File: config.mk
export PLATFORM = sky130hd
export DESIGN_NAME = hdma_engine
export DESIGN_NICKNAME = d
export VERILOG_FILES = /design/src/rtl/hdma_engine.sv
export SDC_FILE = /design/constraint.sdc
export NUM_CORES = 1
export LEC_CHECK = 0
export CAP_MARGIN = 20
export CORE_MARGIN = 2
export CORE_UTILIZATION = 42
export DETAILED_ROUTE_END_ITERATION = 8
export PLACE_DENSITY = 0.76
export SLEW_MARGIN = 20
export SYNTH_ARGS = -nofsm -noshare
export SYNTH_HDL_FRONTEND = slang
export SYNTH_SLANG_ARGS = --single-unit
File: constraint.sdc
create_clock -name clk4_2 -period 1.7 [get_ports clk4_2]
set_clock_uncertainty 0.05 [all_clocks]
set_input_delay 0.34 -clock clk4_2 [delete_from_list [all_inputs] [get_ports clk4_2]]
set_output_delay 0.34 -clock clk4_2 [all_outputs]
set_load 0.05 [all_outputs]
File: src/rtl/hdma_engine.sv
// CGB VRAM DMA engine: copies 16-byte blocks from a source address into VRAM,
// either as one general-purpose burst or one block per H-Blank entry.
module hdma_engine (
    input  logic        clk4_2,
    input  logic        reset_n,
    input  logic        DMA_start,
    input  logic [7:0]  HDMA1,
    input  logic [7:0]  HDMA2,
    input  logic [7:0]  HDMA3,
    input  logic [7:0]  HDMA4,
    input  logic [7:0]  HDMA5,
    input  logic [1:0]  STAT_mode,
    input  logic [7:0]  dma_rdata,
    output logic [15:0] dma_addr,
    output logic        dma_read,
    output logic        dma_write,
    output logic [7:0]  dma_wdata,
    output logic        dma_active,
    output logic        hdma_busy,
    output logic [6:0]  hdma_remaining,
    output logic        GDMA_finished
);

    typedef enum logic [1:0] {IDLE, WAIT_HB, READ, WRITE} state_t;

    state_t      state;
    logic [15:0] src;
    logic [12:0] dst;
    logic [6:0]  blk;
    logic [3:0]  cnt;
    logic        mode;
    logic [1:0]  prev_mode;
    logic        finished;
    logic        hb_entry;
    logic        load;
    logic        unused_hdma;

    // Address bits below block alignment and above the VRAM window are ignored.
    assign unused_hdma = ^{HDMA2[3:0], HDMA3[7:5], HDMA4[3:0]};

    assign hb_entry = (prev_mode != 2'b00) && (STAT_mode == 2'b00);
    // A new H-Blank request while armed re-latches instead of cancelling.
    assign load     = DMA_start && ((state == IDLE) || ((state == WAIT_HB) && HDMA5[7]));

    always_ff @(posedge clk4_2 or negedge reset_n) begin
        if (!reset_n) begin
            state     <= IDLE;
            src       <= 16'h0000;
            dst       <= 13'h0000;
            blk       <= 7'd0;
            cnt       <= 4'd0;
            mode      <= 1'b0;
            prev_mode <= 2'b00;
            finished  <= 1'b0;
        end else begin
            prev_mode <= STAT_mode;
            finished  <= 1'b0;
            if (load) begin
                src   <= {HDMA1, HDMA2[7:4], 4'h0};
                dst   <= {HDMA3[4:0], HDMA4[7:4], 4'h0};
                blk   <= HDMA5[6:0];
                mode  <= HDMA5[7];
                cnt   <= 4'd0;
                state <= HDMA5[7] ? WAIT_HB : READ;
            end else begin
                case (state)
                    WAIT_HB: begin
                        if (DMA_start) begin
                            state    <= IDLE;
                            finished <= 1'b1;
                        end else if (hb_entry) begin
                            state <= READ;
                        end
                    end
                    READ: state <= WRITE;
                    WRITE: begin
                        src <= src + 16'd1;
                        dst <= dst + 13'd1;
                        cnt <= cnt + 4'd1;
                        if (cnt != 4'hF) begin
                            state <= READ;
                        end else if (blk == 7'd0) begin
                            state    <= IDLE;
                            finished <= 1'b1;
                        end else begin
                            blk   <= blk - 7'd1;
                            state <= mode ? WAIT_HB : READ;
                        end
                    end
                    default: state <= IDLE;
                endcase
            end
        end
    end

    assign dma_read       = (state == READ);
    assign dma_write      = (state == WRITE);
    assign dma_active     = dma_read || dma_write;
    assign hdma_busy      = (state != IDLE);
    assign hdma_remaining = blk;
    assign GDMA_finished  = finished;
    assign dma_addr       = dma_read  ? src :
                            dma_write ? {3'b100, dst} : 16'h0000;
    assign dma_wdata      = dma_write ? dma_rdata : 8'h00;

endmodule

==> results of run 1 <==
## final cells by class
class | instances | area share
inverter | 9 | 0.00674
sequential | 46 | 0.232
tap | 77 | 0.0192
clock buffer | 7 | 0.0152
timing repair buffer | 148 | 0.346
multi-input combinational | 241 | 0.374
clock inverter | 1 | 0.00600
## Yosys cell counts (5+ instances only)
cell | n | area, µm²
and3_1 | 10 | 62.6
mux2i_1 | 13 | 130
nand2_1 | 35 | 131
nor4_1 | 6 | 37.5
nor2_1 | 26 | 97.6
nor3_1 | 9 | 45.0
inv_1 | 9 | 33.8
clkbuf_1 | 9 | 33.8
a21oi_1 | 7 | 35.0
ha_1 | 5 | 62.6
o21ai_0 | 18 | 90.1
dfrtp_1 | 46 | 1150
xor2_1 | 6 | 52.6
nand3_1 | 10 | 50.1
nor2b_1 | 16 | 100
xnor2_1 | 17 | 149
nand4_1 | 13 | 81.3
buf_2 | 6 | 30.0
## worst max-delay path, stage by stage (launching register included)
cell and delay, ns:
dfrtp_2 0.46, buf_6 0.14, buf_6 0.13, mux2i_2 0.15
nor2b_2 0.16, buf_12 0.15
## report_power, final
group | total, mW | switching (mW) | internal [mW]
combinational | 8.55 | 4.46 | 4.09
sequential | 2.31 | 0.682 | 1.63
clock | 0.834 | 0.393 | 0.441
total | 11.7 | 5.54 | 6.15
## flip-flops by register name, indices dropped and copies added, names as in the netlist
register	cells
GDMA_finished	1
cnt	4
dst	13
hdma_remaining	7
mode	1
prev_mode	2
src	16
state	2
## path summary, 6_finish.rpt
kind	from	to	slack [ns]	cells after the start
min in group clk4_2	STAT_mode[1]	prev_mode[1]$_DFF_PN0_	0.48	1
max	state[0]$_DFFE_PN0P_	dma_addr[1]	-0.21	5
min reg2reg	cnt[1]$_DFFE_PN0P_	cnt[1]$_DFFE_PN0P_	0.51	2
min	reset_n	src[10]$_DFFE_PN0P_	0.48	3
max in group asynchronous	reset_n	hdma_remaining[1]$_DFFE_PN0P_	0.85	3
max reg2reg	state[0]$_DFFE_PN0P_	src[15]$_DFFE_PN0P_	-0.15	6
## logic make-up after synthesis
group	after synthesis	synth area share
AO/OA/AOI/OAI	52	0.122
XOR/XNOR	23	0.0719
adder cells (fa/ha/maj)	5	0.0223
buffers and inverters	27	0.0478
flip-flops	46	0.411
multiplexers	13	0.0465
AND/OR/NAND/NOR	148	0.279
## stage by stage
stage	util	instances	setup TNS, ns	hold WS (ns)	area [µm²]
floorplan	-	314	-0.218	-0.00559	2900
global placement	0.690	504	-1.59	0.288	4410
detailed placement	0.690	504	-1.50	0.288	4410
CTS	0.752	525	-2.18	0.480	4800
global route	0.784	529	-4.81	0.487	5010
finish	0.784	529	-3.77	0.476	5010
## placed cells by master, fill, tap and decap left out, types with 7 or more instances in the layout
master and n:
nand3_1 9, dfrtp_1 36, mux2i_1 8, o21ai_0 12, nand2_1 34, o21ai_1 7, nand4_1 13, buf_6 11
buf_12 38, xnor2_1 17, and3_4 8, a21oi_1 7, dfrtp_2 10, clkdlybuf4s50_1 40, buf_4 56, nor2b_2 11
nor2_1 25
## metal layers
metal,vias up,GRT usage
met2,202,0.439
met3,54,0.0472
met4,0,0.0924
li1,1392,-
met5,-,0
met1,1545,0.321
## what timing repair did
item,CTS,global route
pin swaps,10,26
hold buffers,1,0
buffers inserted,11,5
setup endpoints to repair,42,50
cloned,1,0
endpoints found under the hold margin,46,0
gates resized for setup,42,45
==> flow_summary_export.csv, run 1 <==
group,metric,value,unit
layout,fill_cells,343,
layout,multi_input_area,1870,µm²
pwr,powerDensity,2330,nW/µm²
clock_network,clk-insertion-delay-late,0.31,ns
clock_network,clkTransAtPathRegs,0.09,ns
placed_design,dp_slack,-0.142,ns
logic_synthesis,syn-cell-area,2800,µm²
outcome,outcome,"complete, but fails checks",
die,initial_core_util,0.438,
pwr,irDropWorstVdd,1.99,mV
routing,routedWlPerCell,20.2,µm
routing,dr_total_vias,3193,
global_routing,grt_pass1_vias,3044,
timing,rsz0062_at_grt,"yes",
timing,worst_slew_pin_slew,0.452,ns
placed_design,gp_routability_congestion,0.891,
pwr,total_power,11.7,mW
timing,period_share,1.12,
layout,antenna_cells,0,
routing,via_per_inst,6.04,
global_routing,antenna_found_initial,0,
logic_synthesis,synth_ff_type,"dfrtp_1",
timing,period_minus_slack,1.91,ns
placed_design,port_buffers,77,
pwr,power.leakage,2.09,nW
logic_synthesis,ys_warn_count,0,
routing,dr.pass1.iters,6,
hold_path,min_path_type,"in -> async",
routing,drc_errors,0,
die,io_pins,89,
logic_synthesis,syn-num-nets,372,
routing,drt-initial-drc-count,457,
routing,drt_wl_total,10.7,mm
worst_setup_path,cp.required,1.31,ns
logic_synthesis,synth_edf_count,0,
placed_design,hpwlAfterDp,6.15,mm
die,core,6390,µm²
timing,finalMaxSlewViolations,0,
timing,max_freq,525,MHz
clock_network,htree_levels,2,
routing,drtAntennaViolNets,0,
timing,finalSetupViolations,37,
logic_synthesis,ys_ff_latch,46,
worst_setup_path,critical_path_arrival,1.52,ns
clock_network,cts_buffer_depth,2,
worst_setup_path,criticalPathCategory,"reg -> out",
die,die_area,7340,µm²
global_routing,overflow,0,
logic_synthesis,syn_avg_cell_area,8.92,µm²
die,std_cell_rows,29,
timing,finalHoldViolations,0,
routing,met2_length,5.24,mm
global_routing,grt_max_degree,47,
die,die_y,85.7,µm
logic_synthesis,synthDistinctLibCells,48,
timing,timing.final.ws_setup,-0.206,ns
clock_network,cts_tree,"built",
die,fp.dieW,85.7,µm
layout,fin_nets,509,
worst_setup_path,start_kind,"register",
worst_setup_path,crit_path_max_fanout,5,
global_routing,grt_usage,0.255,
global_routing,grt_pass1_wl,14.7,mm
layout,seq_area,1160,µm²
worst_setup_path,end_kind,"primary output",
outcome,violations,"setup timing",
logic_synthesis,synth_cells,314,
logic_synthesis,yosysSeqAreaShare,0.411,
job,maxCapViolations,0,
layout,synthToLayoutAreaGrowth,78.9,%
clock_network,cts_root_buf,"clkbuf_8",
routing,route.met3.wl,831,µm
layout,drive_gt1_frac,0.423,
clock_network,cts_sinks,46,
routing,wl_met1,4.17,mm
routing,dr.max_layer_used,"met4",
clock_network,cts_buffers,5,
timing,slew-limit-headroom,0.698,
logic_synthesis,async_flop_share,1.00,
No activity file was read; power rests on OpenSTA's default activity.
==> inputs of run 2 (changes only) <==
Settings changed: CORE_ASPECT_RATIO from default to 1.75, GPL_ROUTABILITY_DRIVEN from default to 0, SETUP_SLACK_MARGIN from default to 0.2.
==> run 2 against run 1 <==
The run still ends with setup timing left. Design area is 8.8% higher. Combinational power is 11% higher. Largest power group unchanged. Routed wire length is 17% higher. Maximum frequency is 0.75% lower. Via count is 3.4% higher. Clock power is 59% higher. First-iteration DRC count is 28% lower. Global-route usage is 4.0 points higher. Register-to-register slack worse by 0.07 ns.
==> flow_summary_export.csv, run 2 (synthesis results as in run 1) <==
group,metric,value,unit
layout,largest_register_ffs,16,
outcome,violations,"setup timing",
pwr,power_frac_clock,0.100,
clock_network,cts_root_buf,"clkbuf_16",
die,die_area,7360,µm²
layout,fin_cells,539,
clock_network,clkTransAtPathRegs,0.07,ns
routing,drc_errors,0,
global_routing,grt_usage,0.295,
pwr,power.leakage,2.26,nW
routing,routedWlPerCell,23.1,µm
timing,max_freq,521,MHz
die,io_pins,89,
worst_setup_path,crit_path_max_fanout,6,
timing,slew-limit-headroom,0.693,
routing,via_per_inst,6.12,
clock_network,cts_tree,"built",
layout,fin_nets,514,
global_routing,grt_pass1_vias,3316,
global_routing,overflow,0,
outcome,outcome,"complete, but fails checks",
routing,dr.max_layer_used,"met4",
routing,drtAntennaViolNets,0,
layout,final_cell_mix,"buf_4 (49), clkdlybuf4s50_1 (40), buf_12 (40), dfrtp_1 (33), nand2_1 (32)",
timing,timing.final.ws_setup,-0.220,ns
worst_setup_path,critical_path_arrival,2.08,ns
hold_path,min_path_type,"in -> async",
layout,fill_cells,291,
clock_network,cts_buffers,5,
timing,finalSetupViolations,42,
die,initial_core_util,0.431,
timing,finalMaxSlewViolations,0,
layout,top_register,"src",
routing,met2_length,6.66,mm
routing,dr.pass1.iters,5,
global_routing,grt_max_degree,38,
worst_setup_path,start_kind,"register",
routing,drt_wl_total,12.5,mm
layout,drive_gt1_frac,0.477,
worst_setup_path,criticalPathCategory,"reg -> reg",
pwr,seqPwrFrac,0.184,
pwr,powerDensity,2440,nW/µm²
timing,period_share,1.13,
pwr,total_power,13.3,mW
die,std_cell_rows,39,
global_routing,grt_pass1_wl,16.6,mm
die,core,6490,µm²
global_routing,antenna_found_initial,0,
timing,period_minus_slack,1.92,ns
clock_network,cts_buffer_depth,2,
layout,antenna_cells,0,
pwr,p_sw,6.11,mW
placed_design,post_dp_cell_area,4520,µm²
placed_design,numPlacedInstances,508,
routing,wl_met1,4.24,mm
routing,drt-initial-drc-count,329,
worst_setup_path,end_kind,"register",
routing,route.met3.wl,758,µm
placed_design,port_buffers,77,
worst_setup_path,cp.required,1.86,ns
clock_network,htree_levels,2,
layout,final_cell_area,5450,µm²
job,maxCapViolations,0,
timing,worst_slew_pin_slew,0.455,ns
timing,finalHoldViolations,0,
routing,dr_total_vias,3300,
timing,rsz0062_at_grt,"yes",
layout,synthToLayoutAreaGrowth,94.7,%
pwr,irDropWorstVdd,1.48,mV
timing,fin_setup_tns,-5.66,ns
timing,whs,0.409,ns
layout,mostFrequentLayoutCell,"buf_4",
die,die_y,112,µm
pwr,intPower,7.19,mW
placed_design,hpwlAfterDp,6.57,mm
pwr,swShare,0.459,
pwr,combPwrFrac,0.716,
clock_network,clk-insertion-delay-late,0.29,ns
die,fp.dieW,65.7,µm
clock_network,cts_sinks,46,
[run 2: cell count changes in the layout (fill, tap and decap cells not counted), sizes merged]
cell    previous run  this run
buf              107       112
bufinv             1         2
clkbuf             7         6
[run 2: path summary, 6_finish.rpt]
kind	from	end	slack [ns]	cells after the start
min in group clk4_2	cnt[1]$_DFFE_PN0P_	cnt[1]$_DFFE_PN0P_	0.52	2
max in group asynchronous	reset_n	hdma_remaining[2]$_DFFE_PN0P_	0.66	3
hold / removal	reset_n	src[14]$_DFFE_PN0P_	0.41	2
setup reg to reg	state[0]$_DFFE_PN0P_	src[15]$_DFFE_PN0P_	-0.22	5
setup / recovery	state[0]$_DFFE_PN0P_	src[15]$_DFFE_PN0P_	-0.22	5
hold reg to reg	cnt[1]$_DFFE_PN0P_	cnt[1]$_DFFE_PN0P_	0.52	2
[run 2: timing repair]
item	in CTS	in global routing
hold buffers	1	0
setup endpoints to repair	71	72
resized for setup	75	45
cloned	1	0
pin swaps	11	7
buffers inserted	14	7
hold endpoints to repair	9	0
[run 2: stage by stage]
stage               setup slack [ns]  utilization
CTS                           -0.158        0.801
global route                  -0.254        0.840
global placement              -0.112        0.697
finish                        -0.220        0.840
floorplan                     0.0302            -
detailed placement            -0.171        0.697
[run 2: worst max-delay path, stage by stage, from the launching register on]
cell and delay, ns:
dfrtp_2 0.52, buf_4 0.19, nand3_4 0.11, or3_4 0.39, or4_1 0.41, a31oi_1 0.17
[run 2: layout make-up]
cell class,instances,area [µm²],area share
clock inverter,2,60.1,0.0110
multi-input combinational,241,2090,0.384
clock buffer,6,139,0.0255
tap,82,103,0.0188
sequential,46,1170,0.214
inverter,9,36.3,0.00666
timing repair buffer,153,1850,0.340
[run 2: power by group through the flow]
stage	combinational, mW	clock (mW)	sequential (mW)
finish	9.53	1.33	2.45
CTS	8.73	1.32	2.32
global placement	7.55	0	2.19
global route	9.90	1.39	2.50
floorplan	4.16	0	2.41
detailed placement	7.71	0	2.22
[run 2: layer usage]
layer / track usage / up-vias
met5: 0 / -
met4: 0.128 / 0
met3: 0.0401 / 74
met2: 0.547 / 226
met1: 0.322 / 1593
li1: - / 1407
